$ cat src/rtl/enemy_hit_ctl_if.sv
// Missile/formation inputs and hit/score outputs exchanged between
// the timing and missile stages and the enemy hit controller.
interface enemy_hit_ctl_if #(
  parameter int unsigned N = 8
);
  logic          vblnk_in;
  logic [10:0]   xpos_missile;
  logic [10:0]   ypos_missile;
  logic          on_missle;
  logic [10:0]   formation_x;
  logic [10:0]   formation_y;
  logic [N-1:0]  alive_mask;
  logic          missile_hit;
  logic [7:0]    hit_index;
  logic [15:0]   score_bcd;
  logic          wave_clear;
  logic          busy;

  modport master (
    output vblnk_in, xpos_missile, ypos_missile, on_missle, formation_x, formation_y,
    input  alive_mask, missile_hit, hit_index, score_bcd, wave_clear, busy
  );

  modport slave (
    input  vblnk_in, xpos_missile, ypos_missile, on_missle, formation_x, formation_y,
    output alive_mask, missile_hit, hit_index, score_bcd, wave_clear, busy
  );
endinterface

$ cat src/rtl/enemy_hit_ctl.sv
// Per-frame missile vs. enemy-formation hit test: one enemy per cycle, at most one kill
// per frame, BCD score, and a timed respawn once the whole formation is destroyed.
module enemy_hit_ctl #(
  parameter int unsigned COLS           = 4,
  parameter int unsigned ROWS           = 2,
  parameter int unsigned EN_W           = 32,
  parameter int unsigned EN_H           = 32,
  parameter int unsigned SPACING_X      = 64,
  parameter int unsigned SPACING_Y      = 48,
  parameter int unsigned RESPAWN_FRAMES = 60
) (
  input  logic             pclk,
  input  logic             rst,
  enemy_hit_ctl_if.slave   bus
);
  localparam int unsigned N    = COLS * ROWS;
  localparam int unsigned IdxW = (N > 1) ? $clog2(N) : 1;
  localparam int unsigned CntW = $clog2(RESPAWN_FRAMES + 1);

  typedef enum logic [1:0] {StIdle, StScan, StHit, StRespWait} state_e;

  state_e            state_q, state_d;
  logic              vblnk_q, vblnk_d;
  logic [10:0]       xm_q, xm_d, ym_q, ym_d, fx_q, fx_d;
  logic              on_q, on_d;
  logic [11:0]       x0_q, x0_d, y0_q, y0_d;
  logic [IdxW-1:0]   idx_q, idx_d, col_q, col_d;
  logic [N-1:0]      alive_q, alive_d;
  logic              missile_hit_q, missile_hit_d;
  logic              wave_clear_q, wave_clear_d;
  logic [7:0]        hit_index_q, hit_index_d;
  logic [15:0]       score_q, score_d;
  logic [CntW-1:0]   cnt_q, cnt_d;

  logic              tick;
  logic              in_box;
  logic [11:0]       x1, y1;
  logic [N-1:0]      kill_mask;

  function automatic logic [15:0] bcd_inc(input logic [15:0] s);
    logic [15:0] r;
    logic        carry;
    r     = s;
    carry = 1'b1;
    for (int d = 0; d < 4; d++) begin
      if (carry) begin
        if (r[4*d +: 4] == 4'd9) begin
          r[4*d +: 4] = 4'd0;
        end else begin
          r[4*d +: 4] = r[4*d +: 4] + 4'd1;
          carry       = 1'b0;
        end
      end
    end
    return r;
  endfunction

  // x0/y0 track the origin of enemy idx incrementally, avoiding a div/mod on idx.
  assign x1        = x0_q + 12'(EN_W - 1);
  assign y1        = y0_q + 12'(EN_H - 1);
  assign in_box    = ({1'b0, xm_q} >= x0_q) && ({1'b0, xm_q} <= x1) &&
                     ({1'b0, ym_q} >= y0_q) && ({1'b0, ym_q} <= y1);
  assign kill_mask = N'(1) << idx_q;
  assign tick      = bus.vblnk_in & ~vblnk_q;

  always_comb begin
    state_d       = state_q;
    vblnk_d       = bus.vblnk_in;
    xm_d          = xm_q;
    ym_d          = ym_q;
    fx_d          = fx_q;
    on_d          = on_q;
    x0_d          = x0_q;
    y0_d          = y0_q;
    idx_d         = idx_q;
    col_d         = col_q;
    alive_d       = alive_q;
    missile_hit_d = 1'b0;
    wave_clear_d  = 1'b0;
    hit_index_d   = hit_index_q;
    score_d       = score_q;
    cnt_d         = cnt_q;

    unique case (state_q)
      StIdle: begin
        if (tick) begin
          xm_d    = bus.xpos_missile;
          ym_d    = bus.ypos_missile;
          on_d    = bus.on_missle;
          fx_d    = bus.formation_x;
          x0_d    = {1'b0, bus.formation_x};
          y0_d    = {1'b0, bus.formation_y};
          idx_d   = '0;
          col_d   = '0;
          state_d = StScan;
        end
      end
      StScan: begin
        if (!on_q) begin
          state_d = StIdle;
        end else if (alive_q[idx_q] && in_box) begin
          alive_d       = alive_q & ~kill_mask;
          hit_index_d   = 8'(idx_q);
          missile_hit_d = 1'b1;
          wave_clear_d  = ((alive_q & ~kill_mask) == '0);
          state_d       = StHit;
        end else if (idx_q == IdxW'(N - 1)) begin
          state_d = StIdle;
        end else begin
          idx_d = idx_q + 1'b1;
          if (col_q == IdxW'(COLS - 1)) begin
            col_d = '0;
            x0_d  = {1'b0, fx_q};
            y0_d  = y0_q + 12'(SPACING_Y);
          end else begin
            col_d = col_q + 1'b1;
            x0_d  = x0_q + 12'(SPACING_X);
          end
        end
      end
      StHit: begin
        score_d = (score_q == 16'h9999) ? score_q : bcd_inc(score_q);
        if (alive_q == '0) begin
          cnt_d   = CntW'(RESPAWN_FRAMES);
          state_d = StRespWait;
        end else begin
          state_d = StIdle;
        end
      end
      StRespWait: begin
        if (tick) begin
          if (cnt_q == CntW'(1)) begin
            alive_d = '1;
            state_d = StIdle;
          end
          cnt_d = cnt_q - 1'b1;
        end
      end
    endcase
  end

  always_ff @(posedge pclk) begin
    if (rst) begin
      state_q       <= StIdle;
      vblnk_q       <= 1'b0;
      xm_q          <= '0;
      ym_q          <= '0;
      fx_q          <= '0;
      on_q          <= 1'b0;
      x0_q          <= '0;
      y0_q          <= '0;
      idx_q         <= '0;
      col_q         <= '0;
      alive_q       <= '1;
      missile_hit_q <= 1'b0;
      wave_clear_q  <= 1'b0;
      hit_index_q   <= '0;
      score_q       <= '0;
      cnt_q         <= '0;
    end else begin
      state_q       <= state_d;
      vblnk_q       <= vblnk_d;
      xm_q          <= xm_d;
      ym_q          <= ym_d;
      fx_q          <= fx_d;
      on_q          <= on_d;
      x0_q          <= x0_d;
      y0_q          <= y0_d;
      idx_q         <= idx_d;
      col_q         <= col_d;
      alive_q       <= alive_d;
      missile_hit_q <= missile_hit_d;
      wave_clear_q  <= wave_clear_d;
      hit_index_q   <= hit_index_d;
      score_q       <= score_d;
      cnt_q         <= cnt_d;
    end
  end

  assign bus.alive_mask  = alive_q;
  assign bus.missile_hit = missile_hit_q;
  assign bus.hit_index   = hit_index_q;
  assign bus.score_bcd   = score_q;
  assign bus.wave_clear  = wave_clear_q;
  assign bus.busy        = (state_q != StIdle);
endmodule
$ cat src/flat_wrapper.sv
// flat-port wrapper written by rule: the top's interface ports become plain ports
module enemy_hit_ctl_flat 
#(
  parameter int unsigned COLS           = 4,
  parameter int unsigned ROWS           = 2,
  parameter int unsigned EN_W           = 32,
  parameter int unsigned EN_H           = 32,
  parameter int unsigned SPACING_X      = 64,
  parameter int unsigned SPACING_Y      = 48,
  parameter int unsigned RESPAWN_FRAMES = 60
)
  (pclk, rst, bus_vblnk_in, bus_xpos_missile, bus_ypos_missile, bus_on_missle, bus_formation_x, bus_formation_y, bus_alive_mask, bus_missile_hit, bus_hit_index, bus_score_bcd, bus_wave_clear, bus_busy);
  enemy_hit_ctl_if bus_i ();
  input  logic pclk;
  input  logic rst;
  input wire logic [$bits(bus_i.vblnk_in)-1:0] bus_vblnk_in;
  input wire logic [$bits(bus_i.xpos_missile)-1:0] bus_xpos_missile;
  input wire logic [$bits(bus_i.ypos_missile)-1:0] bus_ypos_missile;
  input wire logic [$bits(bus_i.on_missle)-1:0] bus_on_missle;
  input wire logic [$bits(bus_i.formation_x)-1:0] bus_formation_x;
  input wire logic [$bits(bus_i.formation_y)-1:0] bus_formation_y;
  output wire logic [$bits(bus_i.alive_mask)-1:0] bus_alive_mask;
  output wire logic [$bits(bus_i.missile_hit)-1:0] bus_missile_hit;
  output wire logic [$bits(bus_i.hit_index)-1:0] bus_hit_index;
  output wire logic [$bits(bus_i.score_bcd)-1:0] bus_score_bcd;
  output wire logic [$bits(bus_i.wave_clear)-1:0] bus_wave_clear;
  output wire logic [$bits(bus_i.busy)-1:0] bus_busy;
  assign bus_i.vblnk_in = bus_vblnk_in;
  assign bus_i.xpos_missile = bus_xpos_missile;
  assign bus_i.ypos_missile = bus_ypos_missile;
  assign bus_i.on_missle = bus_on_missle;
  assign bus_i.formation_x = bus_formation_x;
  assign bus_i.formation_y = bus_formation_y;
  assign bus_alive_mask = bus_i.alive_mask;
  assign bus_missile_hit = bus_i.missile_hit;
  assign bus_hit_index = bus_i.hit_index;
  assign bus_score_bcd = bus_i.score_bcd;
  assign bus_wave_clear = bus_i.wave_clear;
  assign bus_busy = bus_i.busy;
  enemy_hit_ctl #(.COLS(COLS), .ROWS(ROWS), .EN_W(EN_W), .EN_H(EN_H), .SPACING_X(SPACING_X), .SPACING_Y(SPACING_Y), .RESPAWN_FRAMES(RESPAWN_FRAMES)) u_core (.pclk(pclk), .rst(rst), .bus(bus_i));
endmodule
$ cat config.mk
export PLATFORM = sky130hd
export DESIGN_NAME = enemy_hit_ctl_flat
export DESIGN_NICKNAME = d
export VERILOG_FILES = /design/src/rtl/enemy_hit_ctl_if.sv /design/src/rtl/enemy_hit_ctl.sv /design/src/flat_wrapper.sv
export SDC_FILE = /design/constraint.sdc
export NUM_CORES = 1
export LEC_CHECK = 0
export CORE_ASPECT_RATIO = 1.5
export CORE_MARGIN = 2
export CORE_UTILIZATION = 54
export CTS_CLUSTER_DIAMETER = 120
export DETAILED_ROUTE_END_ITERATION = 7
export GPL_ROUTABILITY_DRIVEN = 0
export PLACE_DENSITY_LB_ADDON = 0.3
export SYNTH_ARGS = -nofsm -noshare
export SYNTH_HDL_FRONTEND = slang
export SYNTH_SLANG_ARGS = --single-unit
export TNS_END_PERCENT = 1
$ cat constraint.sdc
create_clock -name pclk -period 7.9 [get_ports pclk]
set_input_delay 1.975 -clock pclk [delete_from_list [all_inputs] [get_ports pclk]]
set_output_delay 1.975 -clock pclk [all_outputs]
set_load 0.01 [all_outputs]
After elaboration in Yosys (flattened, before gate mapping)
Index checks and enable logic that the tools add are counted.
Word-level totals
  flip-flop bits (word level): 102
  output and inout bits: 35
Operators by class
  $add $sub $neg: 11
  order comparisons: 5
  eq/ne operators: 21
  shift operators: 1
  multiplexer cells: 53
  bitwise gates (word level): 8
  reductions and logical operators: 24
Operator list (count)
  2-to-1 mux 12 bit: 10
  case mux 12 bit (2 select lines): 2
  2-to-1 mux 8 bit: 4
  adder 12 x 5 -> 12 bit (second input constant): 2
  >= comparator 11 x 12 -> 1 bit: 2
  <= comparator 11 x 12 -> 1 bit: 2
  2-to-1 mux 3 bit: 8
  adder 4 x 1 -> 4 bit (second input constant): 4
  == test 16 bit (second input constant): 1
  == test 4 bit (second input constant): 4
  zero test 8 bit: 2
  2-to-1 mux 4 bit: 4
  case mux 8 bit (2 select lines): 1
  AND reduction 3 bit: 5
  2-to-1 mux 2 bit: 7
  inequality test 2 x 1 -> 1 bit (second input constant): 7
  adder 12 x 6 -> 12 bit (second input constant): 1
  adder 12 x 7 -> 12 bit (second input constant): 1
  2-to-1 mux 6 bit: 2
  case mux 3 bit (2 select lines): 2
  case mux 6 bit (2 select lines): 1
  2-to-1 mux 1 bit: 10
  AND reduction 5 bit: 2
  AND 8 bit: 1
  24 further kinds: 38

Depth between registers and ports, before layout
Gate-level depths: netlist (run 1).
  depth in word-level cells: 9
  depth in mapped cells: 15
  gate-level depth less buffers: 14

Least setup slack after synthesis (run 1)
OpenSTA, ideal clock, no wires.
  kind: input to register
  from: input bus_vblnk_in
  to: register u_core.y0_q[11]
  arrival time: 3539 ps
  slack: 4274 ps
  stages on the path: 8
  cell sequence: nor2b_1 and2_1 clkbuf_1 nor2_1 a21oi_1 nand2_1 buf_2 o31ai_1
Between the ends
  longest elaborated chain between the ends: 3
Ends and longest elaborated chain
  from (decl): RTL line flat_wrapper.sv:16  | input wire logic [$bits(bus_i.vblnk_in)-1:0] bus_vblnk_in;
  AND 1 bit: RTL line enemy_hit_ctl.sv:64  | assign tick = bus.vblnk_in & ~vblnk_q;
  inequality test 2 x 1 -> 1 bit (no source line)
  AND reduction 6 bit (no source line)
  to (signal assigned): RTL line enemy_hit_ctl.sv:168  | y0_q <= y0_d;
  to (decl): RTL line enemy_hit_ctl.sv:26  | logic [11:0] x0_q, x0_d, y0_q, y0_d;
Every way passes these cells.
A chain may end at the register's enable or synchronous reset.

Worst setup path after layout (run 1)
  from: input bus_vblnk_in
  to: register u_core.y0_q[10]
The elaborated chain is that of the path after synthesis.

==> results of run 1 <==
==> power by group through the flow <==
| stage | combinational (uW) | sequential (uW) | clock [uW] |
|---|---|---|---|
| 3_3_place_gp | 359 | 587 | 0 |
| 3_5_place_dp | 373 | 588 | 0 |
| 6_report | 378 | 578 | 472 |
| 5_1_grt | 422 | 582 | 499 |
| 2_1_floorplan | 280 | 578 | 0 |
| 4_1_cts | 377 | 577 | 480 |
==> registers in the layout, summed over array words and instances (netlist names) <==
name,flops
u_core.xm_q,11
u_core.idx_q,3
u_core.bus.missile_hit,1
u_core.bus.hit_index,3
u_core.ym_q,11
u_core.state_q,2
u_core.x0_q,12
u_core.fx_q,11
u_core.vblnk_q,1
u_core.cnt_q,6
u_core.on_q,1
u_core.bus.alive_mask,8
u_core.bus.wave_clear,1
u_core.bus.score_bcd,16
u_core.y0_q,12
u_core.col_q,3
==> cells in the mapped netlist, drive strengths merged (15+ instances only) <==
master,n
nand2,104
dfxtp,102
a21oi,78
ha,59
nor2,55
inv,39
nor3,25
xnor2,24
a211oi,23
clkbuf,22
nand3,21
nand4,16
o21ai,15
==> per-stage QoR <==
stage / hold slack (ns) / worst slack [ns]
4_1_cts: 0.4555 / 3.357
3_3_place_gp: 0.4304 / 3.114
3_5_place_dp: 0.4408 / 2.993
5_1_grt: 0.4904 / 3.086
6_report: 0.4539 / 3.350
2_1_floorplan: 0.4219 / 4.274
==> kinds of logic (layout without fill, tap and decap cells) <==
| kind of cell | count (synthesis) | after routing | synth area share |
|---|---|---|---|
| fa+ha+maj | 59 | 59 | 0.1225 |
| other cells | 1 | 5 | 0.0006221 |
| xor+xnor | 31 | 31 | 0.04504 |
| mux | 9 | 9 | 0.02034 |
| buf+inv | 75 | 134 | 0.05168 |
| flops | 102 | 102 | 0.3387 |
| compound gates | 181 | 181 | 0.2042 |
| simple gates | 275 | 275 | 0.2169 |
==> critical path: cells and delay by family <==
kind,cells,cell delay (ns)
compound gates,2,0.75
simple gates,4,1.16
buf+inv,2,0.89
==> area by class of cell <==
cell class / instances / area (um^2) / area share
Tap cell: 147 / 183.9 / 0.02566
Clock inverter: 2 / 37.54 / 0.005237
Inverter: 39 / 146.4 / 0.02043
Multi-Input combinational cell: 560 / 3690 / 0.5148
Clock buffer: 14 / 284.0 / 0.03963
Sequential cell: 102 / 2042 / 0.2849
Timing Repair Buffer: 79 / 783.3 / 0.1093
==> per-layer routing <==
| metal | up-vias | track usage |
|---|---|---|
| met5 | - | 0 |
| met4 | 0 | 0.1103 |
| met3 | 37 | 0.04638 |
| met2 | 171 | 0.4628 |
| met1 | 2580 | 0.2824 |
| li1 | 2735 | - |
==> worst paths after layout <==
path                  start               to  slack, ns  cells after the start
max reg2reg  u_core.x0_q[0]  u_core.y0_q[10]       3.94                     11
min reg2reg  u_core.fx_q[4]   u_core.fx_q[4]       0.45                      2
min          u_core.fx_q[4]   u_core.fx_q[4]       0.45                      2
max            bus_vblnk_in  u_core.y0_q[10]       3.35                      8
==> results by group, run 1 <==
Pwr
  • P_leak: 0.002716 uW
  • Sequential fraction of design power: 0.404
  • Internal power: 979.7 uW
  • Total Power: 1429 uW
  • Net Sw Power: 449.1 uW
  • PwrDens: 199.4 nW/um^2
  • VDD IR max: 0.1431 mV
  • Combinational share of power: 0.265
  • Clock power share: 0.331
  • Sw frac: 0.3143

Logic synthesis
  • Post-synth cell types: 66
  • Sequential element share of the synthesized area: 0.3387
  • Async SR Flop Fraction: 0
  • Leading area contributor after synthesis: dfxtp_1
  • Cell Area, Synth: 6028 um^2
  • Yosys warns: 0
  • Synth area leaders: dfxtp_1 (34%), ha_1 (12%), a21oi_1 (6.5%), nand2_1 (6.5%), xnor2_1 (3.5%)
  • Post-synthesis register bit count: 102
  • Avg Inst Size Synth: 8.224 um^2
  • Number of flops mapped to enable cells by yosys: 0
  • Cells after Synth: 733
  • Primary FF master, synth: dfxtp_1
  • Synth top area share: 0.3387

Final layout
  • Fill cell count: 968
  • Fin util: 0.6552
  • Layout cell share with drive strength beyond 1: 0.04397
  • Antenna cells: 0
  • Layout area overhead: 18.89%
  • Most frequent cells in the layout: nand2_1 (104), dfxtp_1 (102), a21oi_1 (78)
  • Nets: 898
  • Commonest non-fill, non-tap cell in the layout: nand2_1
  • Finished Layout Cells: 943
  • Final Cell Area: 7167 um^2

STA
  • Final min period: 4.550 ns
  • Relative slew slack: 0.2847
  • Final TNS setup: 0 ns
  • Number of failing hold endpoints at the final stage: 0
  • Slew Limit Fails: 0
  • Clock Skews: 0.006172 ns
  • Fmax: 219.8 MHz
  • Final number of setup-violating endpoints: 0
  • Unrepaired setup endpoints after global routing: false
  • Worst Tran Pin Value: 1.073 ns
  • Fin crit share: 0.5759

Clock tree
  • Resize count post-CTS: 0
  • Htree depth: 3
  • CTS tree: built
  • Hold Buf Count CTS: 0
  • CTS clk-pin slew, worst paths: 0.07 ns
  • Root Buffer: clkbuf_16
  • Clk_lat worst skew: 0.34 ns
  • Sink Count: 102
  • Bufs on Longest Clock Path: 2
  • Postcts setup bufs: 0
  • CTS Buf Count: 9

Outcome
  • Status: complete, no violations

Detailed routing
  • # DRC: 0
  • Wire per inst: 15.80 um
  • Via density: 5.857
  • Top Metal Used: met4
  • Metal-1 WL: 6012 um
  • Vias: 5523
  • DRT antenna net count: 0
  • Initial DRC count: 363
  • Drt pass-1 iters: 5
  • Met2 wire len: 7668 um
  • Final WL: 14900 um
  • DR WL met3: 725 um

Floorplanning
  • Boundary pin count: 83
  • Die height: 133.4 um
  • Die width: 90.27 um
  • Die area: 12040 um^2
  • Core Area: 10940 um^2
  • # rows: 47
  • Initial core utilization: 0.5511

GRT
  • Total GRT Usage: 0.2520
  • Remaining global-route overflow: 0
  • Largest net degree at the start of global routing: 99
  • First-pass GRT wire length: 25280 um
  • Vias in the first global route: 5530
  • Initial antenna violation count: 0

Critical path
  • Setup crit start kind: input port
  • Worst Path Required: 8.14 ns
  • Slowest stage delay, CP: 0.47 ns
  • Worst-path fanout max: 46
  • Worst-path cell chain: clkdlybuf4s50_1 > nor2b_1 > and2_1 > buf_4 > nor2_1 > a21oi_1 > nand2_1 > o32ai_1
  • Critical Path Sink Type: register
  • Setup CP Type: in2reg
  • Crit path max-delay cell type: clkdlybuf4s50_1
  • Crit path DAT: 4.79 ns

Placed design
  • Dpl hpwl: 10880 um
  • Port bufs: 77
  • DP Area: 6845 um^2
  • Placed cell count: 927

Hold path
  • Worst Hold Class: reg2reg

Flow run
  • Max_cap viols: 0
No activity file was read; power rests on OpenSTA's default activity.
==> inputs of run 2 (changes only) <==
--- a/config.mk
+++ b/config.mk
@@ -7,7 +7,7 @@
 export LEC_CHECK = 0
 export CORE_ASPECT_RATIO = 1.5
 export CORE_MARGIN = 2
-export CORE_UTILIZATION = 54
+export CORE_UTILIZATION = 50
 export CTS_CLUSTER_DIAMETER = 120
 export DETAILED_ROUTE_END_ITERATION = 7
 export GPL_ROUTABILITY_DRIVEN = 0
==> constraint.sdc (replaced) <==
create_clock -name pclk -period 3.8 [get_ports pclk]
set_input_delay 0.95 -clock pclk [delete_from_list [all_inputs] [get_ports pclk]]
set_output_delay 0.95 -clock pclk [all_outputs]
set_load 0.01 [all_outputs]
==> run 2 against run 1 <==
  * Utilization decreased by 4.6 points
  * Clock power rose by 110%
  * Final area increased by 1.1%
  * Global-route usage is 0.76 points lower
  * Final cell count rose by 1.4%
  * Register-to-register slack got worse by 3.8 ns
  * Critical path depth up 6
  * Hold slack is essentially flat
  * Clock skew rose by 0.0016 ns
  * Critical path type is now reg2reg
==> results by group, run 2 (same netlist as run 1, synthesis figures left out) <==
Detailed routing
  • Vias: 5662
  • Final WL: 15750 um
  • DRT antenna net count: 0
  • # DRC: 0
  • Via density: 5.923
  • Drt pass-1 iters: 5
  • Wire per inst: 16.47 um
  • Initial DRC count: 414

Hold path
  • Hold path start: u_core.fx_q[5]
  • Worst Hold Class: reg2reg
  • Hold path cells: 2
  • Hold Path End: u_core.fx_q[5]

STA
  • Fmax: 276.4 MHz
  • Slew Limit Fails: 0
  • Relative slew slack: 0.4140
  • Fin crit share: 0.9521
  • Hold slack: 0.4540 ns
  • Final min period: 3.618 ns
  • Number of failing hold endpoints at the final stage: 0
  • Worst Tran Pin Value: 0.8790 ns
  • Clock Skews: 0.007780 ns
  • Final TNS setup: 0 ns
  • Final number of setup-violating endpoints: 0

Floorplanning
  • Die area: 12970 um^2
  • Core Area: 11890 um^2
  • Initial core utilization: 0.5068
  • Boundary pin count: 83
  • # rows: 49
  • Die width: 93.66 um
  • Die height: 138.5 um

Critical path
  • Critical Path Sink Type: register
  • Reg2reg end: u_core.x0_q[9]
  • Crit path max-delay cell type: a2111o_1
  • Setup crit start kind: register
  • Setup CP Type: reg2reg
  • Most frequent CP cell: nand3_1
  • R2R depth: 14
  • Flop2flop setup slack: 0.18 ns
  • Slowest stage delay, CP: 0.56 ns
  • Reg2reg start: u_core.x0_q[0]
  • Worst-path cell chain: inv_1 > ha_1 > nand3_1 > nand3_1 > nor2_1 > xnor2_1 > ha_1 > nand3_1 > nor3_1 > a221oi_1 > a2111o_1 > o31ai_4 > nand2_1 > a211oi_1
  • Worst-path fanout max: 6
  • Crit path DAT: 3.87 ns
  • Worst Path Required: 4.06 ns

Clock tree
  • Bufs on Longest Clock Path: 2
  • CTS tree: built
  • Clk_lat worst skew: 0.35 ns
  • Postcts setup bufs: 0
  • Resize count post-CTS: 0
  • Htree depth: 3
  • CTS Buf Count: 9
  • CTS clk-pin slew, worst paths: 0.07 ns
  • Root Buffer: clkbuf_16
  • Sink Count: 102
  • Hold Buf Count CTS: 0

GRT
  • Remaining global-route overflow: 0
  • Vias in the first global route: 5549
  • Initial antenna violation count: 0
  • Met2 Use GR: 0.4392
  • Largest net degree at the start of global routing: 46
  • First-pass GRT wire length: 25790 um
  • M3 GR Usage: 0.04305
  • Met1 usage: 0.2821
  • Total GRT Usage: 0.2444
  • Grt peak-use layer: met2

Final layout
  • Nets: 905
  • Fin util: 0.6090
  • Antenna cells: 0
  • Layout cell share with drive strength beyond 1: 0.05604
  • Fill cell count: 1060
  • Most frequent cells in the layout: nand2_1 (104), dfxtp_1 (102), a21oi_1 (78)
  • Commonest non-fill, non-tap cell in the layout: nand2_1
  • Layout area overhead: 20.15%
  • Largest register FFs: 16
  • Finished Layout Cells: 956

Placed design
  • Placed cell count: 940
  • Dpl hpwl: 11390 um
  • Port bufs: 77

Pwr
  • PwrDens: 417.4 nW/um^2
  • VDD IR max: 0.2461 mV
  • Total Power: 3023 uW
  • P_leak: 0.002751 uW

Outcome
  • Status: complete, no violations

Flow run
  • Max_cap viols: 0
[run 2: power breakdown]
part / total, uW / leakage, uW / switching [uW] / internal, uW
registers: 1200 / 0.000831 / 69.9 / 1130
clock network: 1000 / 0.000156 / 420 / 579
logic: 821 / 0.00176 / 488 / 333
[run 2: metrics by stage]
stage                     area (um^2)  worst slack [ns]
after floorplan                  6043            0.6609
after global placement           6903            0.3322
after detailed placement         6903            0.1868
after CTS                        7227            0.1146
after global routing             7243          -0.04177
final                            7243            0.1821
[run 2: routing by layer]
layer | vias to the layer above | part of all wire
li1 | 2754 | -
met1 | 2644 | 0.40
met2 | 220 | 0.51
met3 | 44 | 0.058
met4 | 0 | 0.030
met5 | - | 0
[run 2: critical path: cells and delay by family, from the launching register on]
| kind | cells | cell delay, ns |
|---|---|---|
| buffers and inverters | 1 | 0.10 |
| flip-flops | 1 | 0.37 |
| AND/OR/NAND/NOR | 6 | 1.05 |
| AO/OA/AOI/OAI | 4 | 1.37 |
| adder cells (fa/ha/maj) | 2 | 0.55 |
| XOR/XNOR | 1 | 0.08 |
[run 2: how the worst max path moves through the flow]
stage                   start               to  cells past startpoint
6_report       u_core.x0_q[0]   u_core.x0_q[9]                     14
5_1_grt        u_core.x0_q[0]  u_core.x0_q[10]                     14
4_1_cts        u_core.x0_q[0]   u_core.x0_q[9]                     11
3_5_place_dp   u_core.x0_q[0]  u_core.idx_q[2]                     12
3_3_place_gp   u_core.x0_q[0]  u_core.idx_q[2]                     12
2_1_floorplan  u_core.x0_q[0]   u_core.y0_q[4]                     11
[run 2: cell type report]
cell class | instances | area, um^2 | share of cell area
Tap cell | 153 | 191.4 | 0.02643
Clock inverter | 7 | 98.84 | 0.01365
Sequential cell | 102 | 2042 | 0.2819
Clock buffer | 9 | 225.2 | 0.03109
Multi-Input combinational cell | 560 | 3706 | 0.5117
Inverter | 39 | 146.4 | 0.02021
Timing Repair Buffer | 86 | 833.3 | 0.1150
==> inputs of run 3 (changes only) <==
--- a/config.mk
+++ b/config.mk
@@ -7,11 +7,12 @@
 export LEC_CHECK = 0
 export CORE_ASPECT_RATIO = 1.5
 export CORE_MARGIN = 2
-export CORE_UTILIZATION = 50
+export CORE_UTILIZATION = 45
 export CTS_CLUSTER_DIAMETER = 120
 export DETAILED_ROUTE_END_ITERATION = 7
 export GPL_ROUTABILITY_DRIVEN = 0
 export PLACE_DENSITY_LB_ADDON = 0.3
+export SLEW_MARGIN = 20
 export SYNTH_ARGS = -nofsm -noshare
 export SYNTH_HDL_FRONTEND = slang
 export SYNTH_SLANG_ARGS = --single-unit
==> run 3 against run 2 <==
  * Sequential cell count is the same
  * Routed wire length shrank 1.2%
  * Hold slack lost 0.0068 ns
  * First-iteration DRC count shrank 27%
  * Fmax grew 0.31%
  * Combinational power shrank 2%
  * Non-clock buffer count grew 1
  * Final area shrank 0.24%
==> results by group, run 3 (same netlist as run 1, synthesis figures left out) <==
Floorplanning
  • Boundary pin count: 83
  • Die height: 145.8 um
  • Die width: 98.50 um
  • # rows: 51
  • Die area: 14360 um^2
  • Core Area: 13020 um^2
  • Initial core utilization: 0.4631

Critical path
  • Flop2flop setup slack: 0.19 ns
  • Setup CP Type: reg2reg
  • Critical Path Sink Type: register
  • Crit path DAT: 3.85 ns
  • Reg2reg end: u_core.col_q[1]
  • Worst Path Required: 4.04 ns
  • Reg2reg start: u_core.x0_q[2]
  • Critical Path End: u_core.col_q[1]
  • R2R depth: 13
  • Worst-path fanout max: 7
  • Setup crit start kind: register
  • CP startpoint: u_core.x0_q[2]

Hold path
  • Hold path cells: 2
  • Worst Hold Class: reg2reg

Pwr
  • P_leak: 0.002740 uW
  • VDD IR max: 0.2258 mV
  • PwrDens: 400.6 nW/um^2

STA
  • Unrepaired setup endpoints after global routing: false
  • Hold slack: 0.4473 ns
  • Slew Limit Fails: 0
  • Worst Tran Pin Value: 0.7261 ns
  • Fmax: 277.3 MHz
  • Number of failing hold endpoints at the final stage: 0
  • Clock Skews: 0.006275 ns
  • Relative slew slack: 0.5115
  • Final number of setup-violating endpoints: 0
  • Fin crit share: 0.9491
  • Final min period: 3.607 ns
  • Final TNS setup: 0 ns

Clock tree
  • CTS clk-pin slew, worst paths: 0.07 ns
  • Htree depth: 3
  • Sink Count: 102
  • CTS tree: built
  • Clk_lat worst skew: 0.35 ns
  • Bufs on Longest Clock Path: 2
  • Postcts setup bufs: 0
  • CTS Buf Count: 9
  • Hold Buf Count CTS: 0
  • Root Buffer: clkbuf_16
  • Resize count post-CTS: 0

Detailed routing
  • Met2 wire len: 7912 um
  • Metal-1 WL: 6256 um
  • DR WL met3: 911 um
  • DRT antenna net count: 0
  • Initial DRC count: 301
  • Via density: 5.729
  • Final WL: 15550 um
  • Drt pass-1 iters: 5
  • # DRC: 0
  • Top Metal Used: met4
  • Wire per inst: 16.15 um
  • Vias: 5517

GRT
  • First-pass GRT wire length: 25810 um
  • Initial antenna violation count: 0
  • Vias in the first global route: 5465
  • Remaining global-route overflow: 0
  • Largest net degree at the start of global routing: 74
  • Total GRT Usage: 0.2165

Placed design
  • Port bufs: 77
  • Dpl hpwl: 11440 um

Flow run
  • Max_cap viols: 0

Final layout
  • Commonest non-fill, non-tap cell in the layout: nand2_1
  • Layout area overhead: 19.86%
  • Nets: 906
  • Largest register FFs: 16
  • Layout cell share with drive strength beyond 1: 0.05721
  • Antenna cells: 0
  • Most frequent cells in the layout: nand2_1 (104), dfxtp_1 (102), a21oi_1 (78)

Outcome
  • Status: complete, no violations
-- run 3: how the worst min path moves through the flow --
stage               startpoint               to  slack [ns]
5_1_grt         u_core.fx_q[1]   u_core.fx_q[1]        0.47
2_1_floorplan  u_core.col_q[2]  u_core.col_q[2]        0.42
3_5_place_dp   u_core.col_q[2]  u_core.col_q[2]        0.44
4_1_cts        u_core.col_q[2]  u_core.col_q[2]        0.45
3_3_place_gp   u_core.col_q[2]  u_core.col_q[2]        0.43
6_report       u_core.col_q[2]  u_core.col_q[2]        0.45
-- run 3: cell type report --
cell class | instances | area, um^2
timing repair buffer | 87 | 853.3
inverter | 39 | 146.4
tap | 159 | 198.9
clock buffer | 10 | 239.0
sequential | 102 | 2042
fill | 1232 | 5792
clock inverter | 6 | 45.04
multi-input combinational | 560 | 3701
-- run 3: metal layers --
layer  global-route usage  vias up
met4              0.09315        0
li1                     -     2749
met3              0.03698       33
met5                    0        -
met1               0.2484     2546
met2               0.3898      189
-- run 3: where the power goes --
| group | leakage [uW] | internal, uW | total (uW) | switching, uW |
|---|---|---|---|---|
| combinational | 0.00177 | 334 | 806 | 471 |
| clock | 0.000136 | 466 | 886 | 421 |
| sequential | 0.000831 | 1130 | 1200 | 69.9 |
| total | 0.00274 | 1930 | 2890 | 962 |
-- run 3: worst max-delay path: stages (launching register included) --
cell and delay, ns:
dfxtp_1 0.39, nor3_2 0.09, a31oi_2 0.26, nand4_1 0.16, xnor2_1 0.27, ha_1 0.30, a21o_1 0.16, a21oi_1 0.23
a221oi_1 0.15, a2111o_1 0.57, o31ai_4 0.40, buf_4 0.22, nor3_1 0.08, a22o_1 0.23
-- run 3: stage by stage --
step                      power, uW  std cells  utilization  setup WS [ns]  instance area, um^2
final                          2895        963       0.5551         0.1934                 7226
after global routing           3057        963       0.5551        0.01571                 7226
after CTS                      2910        963       0.5542         0.1508                 7214
after detailed placement       2018        947       0.5324         0.2336                 6930
after global placement         1988        947       0.5324         0.3340                 6930
after floorplan                1785        737            -         0.6609                 6043
